**src/rtl/alu_pkg.sv**
```systemverilog
// Shared op codes, FSM state encoding and op classification helpers for seq_alu.
package alu_pkg;

  localparam logic [3:0] ALU_AND  = 4'b0000;
  localparam logic [3:0] ALU_OR   = 4'b0001;
  localparam logic [3:0] ALU_ADD  = 4'b0010;
  localparam logic [3:0] ALU_SLL  = 4'b0011;
  localparam logic [3:0] ALU_SUB  = 4'b0110;
  localparam logic [3:0] ALU_SRL  = 4'b0111;
  localparam logic [3:0] ALU_SRA  = 4'b1000;
  localparam logic [3:0] ALU_MUL  = 4'b1001;
  localparam logic [3:0] ALU_DIVU = 4'b1010;
  localparam logic [3:0] ALU_REMU = 4'b1011;

  typedef enum logic [1:0] {
    IDLE = 2'd0,
    BUSY = 2'd1,
    DONE = 2'd2
  } state_e;

  function automatic logic is_multicycle(input logic [3:0] op);
    return (op == ALU_MUL) || (op == ALU_DIVU) || (op == ALU_REMU);
  endfunction

  function automatic logic is_div(input logic [3:0] op);
    return (op == ALU_DIVU) || (op == ALU_REMU);
  endfunction

endpackage

```
**src/rtl/seq_alu_iter.sv**
```systemverilog
// Bit-serial datapath for MUL (shift-add) and DIVU/REMU (restoring division).
module seq_alu_iter
  import alu_pkg::*;
#(
  parameter int WIDTH = 32
) (
  input  logic             clk,
  input  logic             rst_n,
  input  logic             start_i,
  input  logic [3:0]       op_i,
  input  logic [WIDTH-1:0] a_i,
  input  logic [WIDTH-1:0] b_i,
  output logic             done_o,
  output logic [WIDTH-1:0] result_o
);

  localparam int CW = $clog2(WIDTH);

  // acc: product accumulator or partial remainder
  // opa: shifting multiplicand, or dividend shifting out while quotient shifts in
  // opb: shifting multiplier, or fixed divisor
  logic             busy_q;
  logic             div_q;
  logic             rem_q;
  logic [CW-1:0]    cnt_q;
  logic [WIDTH-1:0] acc_q, acc_d;
  logic [WIDTH-1:0] opa_q, opa_d;
  logic [WIDTH-1:0] opb_q, opb_d;
  logic [WIDTH:0]   trial;
  logic [WIDTH-1:0] shifted_rem;

  always_comb begin
    acc_d       = acc_q;
    opa_d       = opa_q;
    opb_d       = opb_q;
    shifted_rem = {acc_q[WIDTH-2:0], opa_q[WIDTH-1]};
    trial       = {acc_q, opa_q[WIDTH-1]} - {1'b0, opb_q};
    if (div_q) begin
      acc_d = trial[WIDTH] ? shifted_rem : trial[WIDTH-1:0];
      opa_d = {opa_q[WIDTH-2:0], ~trial[WIDTH]};
    end else begin
      acc_d = acc_q + (opb_q[0] ? opa_q : '0);
      opa_d = opa_q << 1;
      opb_d = opb_q >> 1;
    end
  end

  // The final step's value is forwarded so the top can capture it on the same edge.
  assign done_o   = busy_q && (cnt_q == '0);
  assign result_o = (div_q && !rem_q) ? opa_d : acc_d;

  always_ff @(posedge clk or negedge rst_n) begin
    if (!rst_n) begin
      busy_q <= 1'b0;
      div_q  <= 1'b0;
      rem_q  <= 1'b0;
      cnt_q  <= '0;
      acc_q  <= '0;
      opa_q  <= '0;
      opb_q  <= '0;
    end else if (start_i) begin
      busy_q <= 1'b1;
      div_q  <= is_div(op_i);
      rem_q  <= (op_i == ALU_REMU);
      cnt_q  <= CW'(WIDTH - 1);
      acc_q  <= '0;
      opa_q  <= a_i;
      opb_q  <= b_i;
    end else if (busy_q) begin
      acc_q <= acc_d;
      opa_q <= opa_d;
      opb_q <= opb_d;
      if (cnt_q == '0) busy_q <= 1'b0;
      else             cnt_q  <= cnt_q - 1'b1;
    end
  end

endmodule

```
**src/rtl/seq_alu.sv**
```systemverilog
// Handshaked EX-stage ALU: single-cycle ops plus iterative MUL/DIVU/REMU.
module seq_alu
  import alu_pkg::*;
#(
  parameter  int WIDTH = 32,
  localparam int SHW   = $clog2(WIDTH)
) (
  input  logic             clk,
  input  logic             rst_n,
  input  logic             in_valid,
  output logic             in_ready,
  input  logic [WIDTH-1:0] a,
  input  logic [WIDTH-1:0] b,
  input  logic [3:0]       alu_ctrl,
  output logic             out_valid,
  input  logic             out_ready,
  output logic [WIDTH-1:0] result,
  output logic             zero,
  output logic             illegal
);

  state_e                  state_q;
  logic [WIDTH-1:0]        result_q;
  logic                    zero_q;
  logic                    illegal_q;
  logic                    out_valid_q;
  logic                    in_ready_q;

  logic [WIDTH-1:0]        sc_result_d;
  logic                    sc_illegal_d;
  logic signed [WIDTH-1:0] a_s;
  logic [SHW-1:0]          shamt;
  logic                    accept;
  logic                    start_iter;
  logic                    iter_done;
  logic [WIDTH-1:0]        iter_result;

  assign a_s   = a;
  assign shamt = b[SHW-1:0];

  // DIVU/REMU only reach this path with b == 0, so they yield the divide-by-zero values.
  always_comb begin
    sc_result_d  = '0;
    sc_illegal_d = 1'b0;
    case (alu_ctrl)
      ALU_AND:  sc_result_d = a & b;
      ALU_OR:   sc_result_d = a | b;
      ALU_ADD:  sc_result_d = a + b;
      ALU_SLL:  sc_result_d = a << shamt;
      ALU_SUB:  sc_result_d = a - b;
      ALU_SRL:  sc_result_d = a >> shamt;
      ALU_SRA:  sc_result_d = a_s >>> shamt;
      ALU_MUL:  sc_result_d = '0;
      ALU_DIVU: sc_result_d = '1;
      ALU_REMU: sc_result_d = a;
      default:  sc_illegal_d = 1'b1;
    endcase
  end

  assign accept     = in_valid && in_ready_q;
  assign start_iter = accept && is_multicycle(alu_ctrl) && !(is_div(alu_ctrl) && (b == '0));

  seq_alu_iter #(.WIDTH(WIDTH)) u_iter (
    .clk      (clk),
    .rst_n    (rst_n),
    .start_i  (start_iter),
    .op_i     (alu_ctrl),
    .a_i      (a),
    .b_i      (b),
    .done_o   (iter_done),
    .result_o (iter_result)
  );

  always_ff @(posedge clk or negedge rst_n) begin
    if (!rst_n) begin
      state_q     <= IDLE;
      result_q    <= '0;
      zero_q      <= 1'b1;
      illegal_q   <= 1'b0;
      out_valid_q <= 1'b0;
      in_ready_q  <= 1'b1;
    end else begin
      case (state_q)
        IDLE: begin
          if (accept) begin
            in_ready_q <= 1'b0;
            if (start_iter) begin
              state_q <= BUSY;
            end else begin
              state_q     <= DONE;
              result_q    <= sc_result_d;
              zero_q      <= (sc_result_d == '0);
              illegal_q   <= sc_illegal_d;
              out_valid_q <= 1'b1;
            end
          end
        end
        BUSY: begin
          if (iter_done) begin
            state_q     <= DONE;
            result_q    <= iter_result;
            zero_q      <= (iter_result == '0);
            illegal_q   <= 1'b0;
            out_valid_q <= 1'b1;
          end
        end
        DONE: begin
          if (out_ready) begin
            state_q     <= IDLE;
            out_valid_q <= 1'b0;
            in_ready_q  <= 1'b1;
          end
        end
        default: begin
          state_q     <= IDLE;
          out_valid_q <= 1'b0;
          in_ready_q  <= 1'b1;
        end
      endcase
    end
  end

  assign result    = result_q;
  assign zero      = zero_q;
  assign illegal   = illegal_q;
  assign out_valid = out_valid_q;
  assign in_ready  = in_ready_q;

endmodule

```
**config.mk**
```make
export PLATFORM = sky130hd
export DESIGN_NAME = seq_alu
export DESIGN_NICKNAME = d
export VERILOG_FILES = /design/src/rtl/alu_pkg.sv /design/src/rtl/seq_alu_iter.sv /design/src/rtl/seq_alu.sv
export SDC_FILE = /design/constraint.sdc
export NUM_CORES = 1
export LEC_CHECK = 0
export BUFFER_PORTS_ARGS = -buffer_cell sky130_fd_sc_hd__buf_2
export CORE_ASPECT_RATIO = 1.75
export CORE_MARGIN = 2
export CORE_UTILIZATION = 51
export DETAILED_ROUTE_END_ITERATION = 16
export PLACE_DENSITY_LB_ADDON = 0.05
export REMOVE_ABC_BUFFERS = 1
export SKIP_LAST_GASP = 1
export SYNTH_ARGS = -nofsm -noshare
export SYNTH_HDL_FRONTEND = slang
export SYNTH_SLANG_ARGS = --single-unit
```
**constraint.sdc**
```tcl
create_clock -name clk -period 6.9 [get_ports clk]
set_clock_uncertainty 0.15 [all_clocks]
set_input_delay 0.345 -clock clk [delete_from_list [all_inputs] [get_ports clk]]
set_output_delay 0.345 -clock clk [all_outputs]
set_load 0.01 [all_outputs]
```
==> results of run 1 <==
Yosys cell counts (all sizes together) (5+ instances only):
master	n	share of area [%]
or3	14	0.47
nand3	26	0.70
a22oi	21	0.85
nor2b	18	0.61
dfrtp	140	19
nor2	253	5.1
a21boi	13	0.53
inv	67	1.4
o21bai	9	0.36
o21ai	252	6.8
a21o	48	1.9
o21a	13	0.53
xor2	48	2.3
and3	11	0.37
o221ai	18	0.85
a31o	5	0.24
mux2	18	1.1
o22ai	20	0.68
a211oi	39	1.6
a31oi	32	1.1
and4	5	0.24
buf	42	1.0
o31ai	17	0.69
nand2b	22	0.74
o31a	6	0.28
mux2i	75	4.1
mux4	74	9.0
nor3	37	1.0
a221o	7	0.38
ha	101	6.8
nor4	19	0.64
a21oi	234	6.5
nand2	265	5.4
a221oi	18	0.85
o211ai	23	0.93
and2	46	1.6
clkbuf	159	3.2
a211o	8	0.38
xnor2	62	3.0
o41ai	5	0.24
nand4	20	0.68
maj3	29	1.6
what timing repair did:
item	CTS	global route
endpoints found under the hold margin	66	0
hold buffers	2	0
endpoints found under the setup margin	0	0
sequential cells by signal, indices dropped and copies added (netlist names):
name           cells
result            32
u_iter.acc_q      32
u_iter.opa_q      32
u_iter.opb_q      32
u_iter.cnt_q       5
state_q            2
illegal            1
in_ready           1
out_valid          1
u_iter.busy_q      1
u_iter.div_q       1
u_iter.rem_q       1
zero               1
layout make-up:
| type | instances | share of cell area (%) |
|---|---|---|
| Clock inverter | 14 | 0.7159 |
| Clock buffer | 18 | 2.154 |
| Sequential cell | 142 | 17.87 |
| Multi-Input combinational cell | 2008 | 70.07 |
| Timing Repair Buffer | 162 | 4.892 |
| Inverter | 71 | 1.338 |
| Tap cell | 470 | 2.951 |
| Antenna cell | 1 | 0.01256 |
final timing paths:
check | to | depth (start not counted) | slack, ns | start
max in group asynchronous | u_iter.busy_q | 3 | 4.66 | rst_n
min in group asynchronous | illegal | 2 | 0.32 | rst_n
setup reg to reg | zero | 18 | 1.19 | u_iter.opb_q[0]
setup / recovery | zero | 18 | 1.19 | u_iter.opb_q[0]
hold reg to reg | illegal | 2 | 0.33 | illegal
hold / removal | u_iter.opb_q[27] | 3 | 0.08 | b[27]
stage by stage:
stage / area, sq um / cells / utilization (%) / hold slack, ns
2_1_floorplan: 17750 / 2221 / - / -0.1006
3_3_place_gp: 19330 / 2851 / 53.83 / 0.2353
3_5_place_dp: 19330 / 2851 / 53.83 / 0.2456
4_1_cts: 19920 / 2885 / 55.47 / 0.06755
5_1_grt: 19920 / 2885 / 55.47 / 0.09710
6_report: 19930 / 2886 / 55.48 / 0.08106
power by group:
part / internal (uW) / switching (uW) / leakage [uW]
registers: 1240 / 446 / 0.00177
clock network: 509 / 419 / 0.000272
logic: 2490 / 4150 / 0.00628
metal layers:
layer / GRT usage, % / vias to the layer above / routed length, um
met4: 39.21 / 2 / 9623
met3: 7.883 / 406 / 7672
met1: 48.37 / 9558 / 28180
met2: 71.75 / 1314 / 39640
met5: 0 / - / 8
li1: - / 8905 / -
worst max-delay path: stages, from the launching register on:
cell and delay (ns):
dfrtp_1 0.40, buf_4 0.25, and2_1 0.20, ha_1 0.23, fa_1 0.45, a21o_1 0.21
and3_1 0.20, nor3b_1 0.24, o21ai_0 0.41, a221oi_1 0.55, o211ai_1 0.23, xnor2_1 0.19
nor2_1 0.08, a21oi_1 0.68, nand4_1 0.20, nor4_1 0.34, buf_4 0.21, nand3_1 0.11
o31ai_1 0.27
cells by family (layout without fill, tap and decap cells):
group | count (synthesis) | count (layout) | synth area share, %
AOI/OAI and AO/OA | 839 | 839 | 28.43
buffers and inverters | 272 | 265 | 5.691
other | 0 | 1 | 0
adders and majority gates | 133 | 133 | 8.709
DFF | 142 | 142 | 19.19
muxes | 167 | 167 | 14.18
xor gates and xnor gates | 110 | 110 | 5.299
and+or+nand+nor | 759 | 759 | 18.50
==> results_dict.tcl, run 1 <==
set metrics [dict create \
    synth-main-ff-cell "dfrtp_1" \
    cts_buffers 17 \
    die_area_sq_um 37940 \
    timing.final.ws_setup_ns 1.186 \
    initial_core_util_pct 51.61 \
    grt_pass1_wl_mm 124.8 \
    rsz0062_at_grt "no" \
    rows 92 \
    setup_violations 0 \
    clk_latency_ns 0.44 \
    yosys_warnings 0 \
    routedWlPerCell_um 29.49 \
    core_sq_um 35910 \
    startpoint_type "flip-flop" \
    overflow 0 \
    synth-edff-count 0 \
    final_common_cell "nand2_1" \
    dieHeight_um 256.2 \
    hold_viol_final 0 \
    drtAntennaViolNets 0 \
    antenna_found_initial 2 \
    fin_nets 2578 \
    netlist_area_sq_um 18530 \
    ioPinCount 108 \
    ctsResizeCount 0 \
    drc 0 \
    syn_inst 2422 \
    synth_seq_area_share_pct 19.19 \
    status "complete, but fails checks" \
    cts_tree "yes" \
    globalplace.congestion 1.085 \
    post_cts_buffers 0 \
    grt_usage_pct 44.00 \
    synthArstFlopShare_pct 100.0 \
    power_uw 9249 \
    cts-root-buf "clkbuf_16" \
    ctsHtreeMaxLevel 4 \
    leakagePower_uw 0.008326 \
    slew_violations 3 \
    worstMarginPinSlew_ns 1.583 \
    synth_cell_type_count 87 \
    synth-seq-cells 142 \
    fmax_ghz 0.1750 \
    critPathCaptureType "flip-flop" \
    drt_iter0_markers 2163 \
    postSynthAreaPerCell_sq_um 7.652 \
    fin_tns_setup_ns 0 \
    crit_fanout 33 \
    num_vias 20185 \
    violations "capacitance limit, slew limit" \
    hold_class "input port to flip-flop" \
    drive_gt1_share_pct 13.29 \
    clk_pin_slew_ns 0.07 \
    p_per_area_nw_per_um2 464.2 \
    relSlewSlack_pct -5.850 \
    fillers 3528 \
    die_w_um 148.1 \
    grt_max_degree 143 \
    path_class "flip-flop to flip-flop" \
    arrival_ns 5.91 \
    period_share_pct 82.81 \
    area_delta_synth_final_pct 7.507 \
    maxCapViolations 1 \
    finalCriticalPeriod_ns 5.714 \
    post-dp-hpwl_mm 65.08 \
    multi_input_area_sq_um 13960 \
    seq_area_sq_um 3561 \
    routed_wl_mm 85.12 \
    grt_pass1_vias 19734 \
    post-place-ws_ns 1.102 \
    port_buffers 107 \
    cts.path.max_buffers 2 \
    vdd_drop_max_v 0.0002157 \
    dr.pass1.iters 6 \
    mostFrequentLayoutCells "265 x nand2_1, 250 x nor2_1, 245 x o21ai_0, 228 x a21oi_1, 138 x dfrtp_1" \
    viasPerCell 6.994 \
    crit_required_ns 7.09 \
    cts.sinks 142 \
]
Power figures use the tool's default switching activity.
==> run 2: changes to the inputs <==
==> constraint.sdc (replaced) <==
create_clock -name clk -period 6 [get_ports clk]
set_clock_uncertainty 0.15 [all_clocks]
set_input_delay 0.3 -clock clk [delete_from_list [all_inputs] [get_ports clk]]
set_output_delay 0.3 -clock clk [all_outputs]
set_load 0.01 [all_outputs]
==> results_dict.tcl, run 2 (same netlist as run 1, synthesis figures left out) <==
set metrics [dict create \
    status "completed" \
    grt_usage_pct 45.79 \
    crit_fanout 9 \
    initial_core_util_pct 51.61 \
    dieHeight_um 256.2 \
    mostFrequentLayoutCells "265 x nand2_1, 250 x nor2_1, 245 x o21ai_0, 228 x a21oi_1, 138 x dfrtp_1" \
    cts_buffers 17 \
    hold_slack_ns 0.03057 \
    rsz0062_at_grt "no" \
    final_common_cell "nand2_1" \
    multi_input_area_sq_um 13980 \
    dr.pass1.iters 6 \
    worstHoldEndpoint "u_iter.opb_q[29]" \
    cts_tree "yes" \
    antenna_found_initial 2 \
    relSlewSlack_pct 11.31 \
    holdBufCountCts 2 \
    maxCapViolations 0 \
    p_comb_share_pct 72.2 \
    worstReg2RegStart "u_iter.opa_q[31]" \
    leakagePower_uw 0.008425 \
    drtAntennaViolNets 0 \
    cts-root-buf "clkbuf_16" \
    ioPinCount 108 \
    hold_viol_final 0 \
    seq_area_sq_um 3561 \
    met2_length_mm 41.25 \
    period_share_pct 95.49 \
    wl_met3_mm 7.603 \
    p_sw_share_pct 53.96 \
    worstHoldStart "b[29]" \
    hold_class "input port to flip-flop" \
    timing.rr.end "zero" \
    routed_wl_mm 87.53 \
    core_sq_um 35910 \
    finalCriticalPeriod_ns 5.729 \
    arrival_ns 5.94 \
    cts.path.max_buffers 2 \
    slew_violations 0 \
    holdPathStages 3 \
    grt_pass1_wl_mm 129.1 \
    power.share.clock_pct 10.3 \
    path_class "input port to flip-flop" \
    globalplace.congestion 1.112 \
    startpoint "alu_ctrl[3]" \
    setup_violations 0 \
    r2r_cells 18 \
    viasPerCell 7.093 \
    die_w_um 148.1 \
    highest_layer "met4" \
    post_cts_buffers 0 \
    overflow 0 \
    fin_nets 2595 \
    ctsResizeCount 0 \
    ctsHtreeMaxLevel 4 \
    clk_pin_slew_ns 0.07 \
    fillers 3512 \
    drc 0 \
    vdd_drop_max_v 0.0002772 \
    fin_tns_setup_ns 0 \
    routedWlPerCell_um 30.13 \
    startpoint_type "input port" \
    post-dp-hpwl_mm 65.70 \
    num_vias 20605 \
    m1WireLength_mm 29.18 \
    rrSetupSlack_ns 0.55 \
    port_buffers 107 \
    rows 92 \
    clk_latency_ns 0.45 \
    fmax_ghz 0.1745 \
    cts.sinks 142 \
    drive_gt1_share_pct 14.02 \
    p_per_area_nw_per_um2 537.5 \
    crit_required_ns 6.21 \
    p_seq_share_pct 17.5 \
    area_delta_synth_final_pct 8.452 \
    critPathCaptureType "flip-flop" \
    worstMarginPinSlew_ns 1.330 \
    grt_max_degree 92 \
    drt_iter0_markers 2190 \
    p_int_uw 4974 \
    die_area_sq_um 37940 \
    grt_pass1_vias 20239 \
    power_switching_uw 5829 \
]
[run 2: stage by stage]
step           util, %  total power, uW  area (sq um)  setup slack (ns)  instances
6_report         55.97            10800         20100            0.2708       2905
5_1_grt          55.95            11490         20090            0.3149       2902
4_1_cts          55.93            10530         20090            0.7192       2902
3_5_place_dp     54.21             9369         19470            0.2738       2868
3_3_place_gp     54.19             9222         19460            0.3506       2868
2_1_floorplan        -             6954         17750           -0.8339       2221
[run 2: final cells by class]
class / instances / share of cell area, %
clock inverters: 14 / 0.8279
diodes: 3 / 0.03735
repair buffers: 179 / 5.484
clock buffers: 18 / 2.135
inverters: 71 / 1.326
well taps: 470 / 2.926
multi-input cells: 2008 / 69.55
flip-flops and latches: 142 / 17.72
[run 2: worst max-delay path by stage]
stage / end / slack (ns) / cells past startpoint
final: zero / 0.27 / 21
after CTS: zero / 0.72 / 21
after global placement: zero / 0.35 / 21
after floorplan: u_iter.opa_q[10] / -0.83 / 7
after detailed placement: zero / 0.27 / 21
after global routing: zero / 0.31 / 21
[run 2: layer usage]
layer / track usage, % / vias up
li1: - / 8942
met1: 50.69 / 9814
met2: 74.37 / 1409
met3: 8.648 / 440
met4: 40.00 / 0
met5: 0 / -
[run 2: worst max-delay path, stage by stage]
cell,delay [ns]
buf_2,0.10
nand2b_1,0.35
nor2_2,0.23
and2_1,0.44
nor2_1,0.21
xnor2_1,0.24
ha_1,0.31
nor2b_1,0.17
o21a_1,0.18
o21ai_0,0.50
buf_4,0.24
a21boi_0,0.09
or3_1,0.31
a31oi_1,0.56
nand3_1,0.17
nor4_1,0.30
nand4_1,0.39
nor3_1,0.38
and4b_1,0.24
a32oi_1,0.11
o31ai_1,0.11
[run 2: power groups by stage]
stage / registers, uW / clock network (uW) / logic, uW
after detailed placement: 1880 / 0 / 7490
after floorplan: 1910 / 0 / 5040
after global routing: 1940 / 1160 / 8390
final: 1890 / 1110 / 7800
after global placement: 1860 / 0 / 7360
after CTS: 1860 / 1120 / 7560
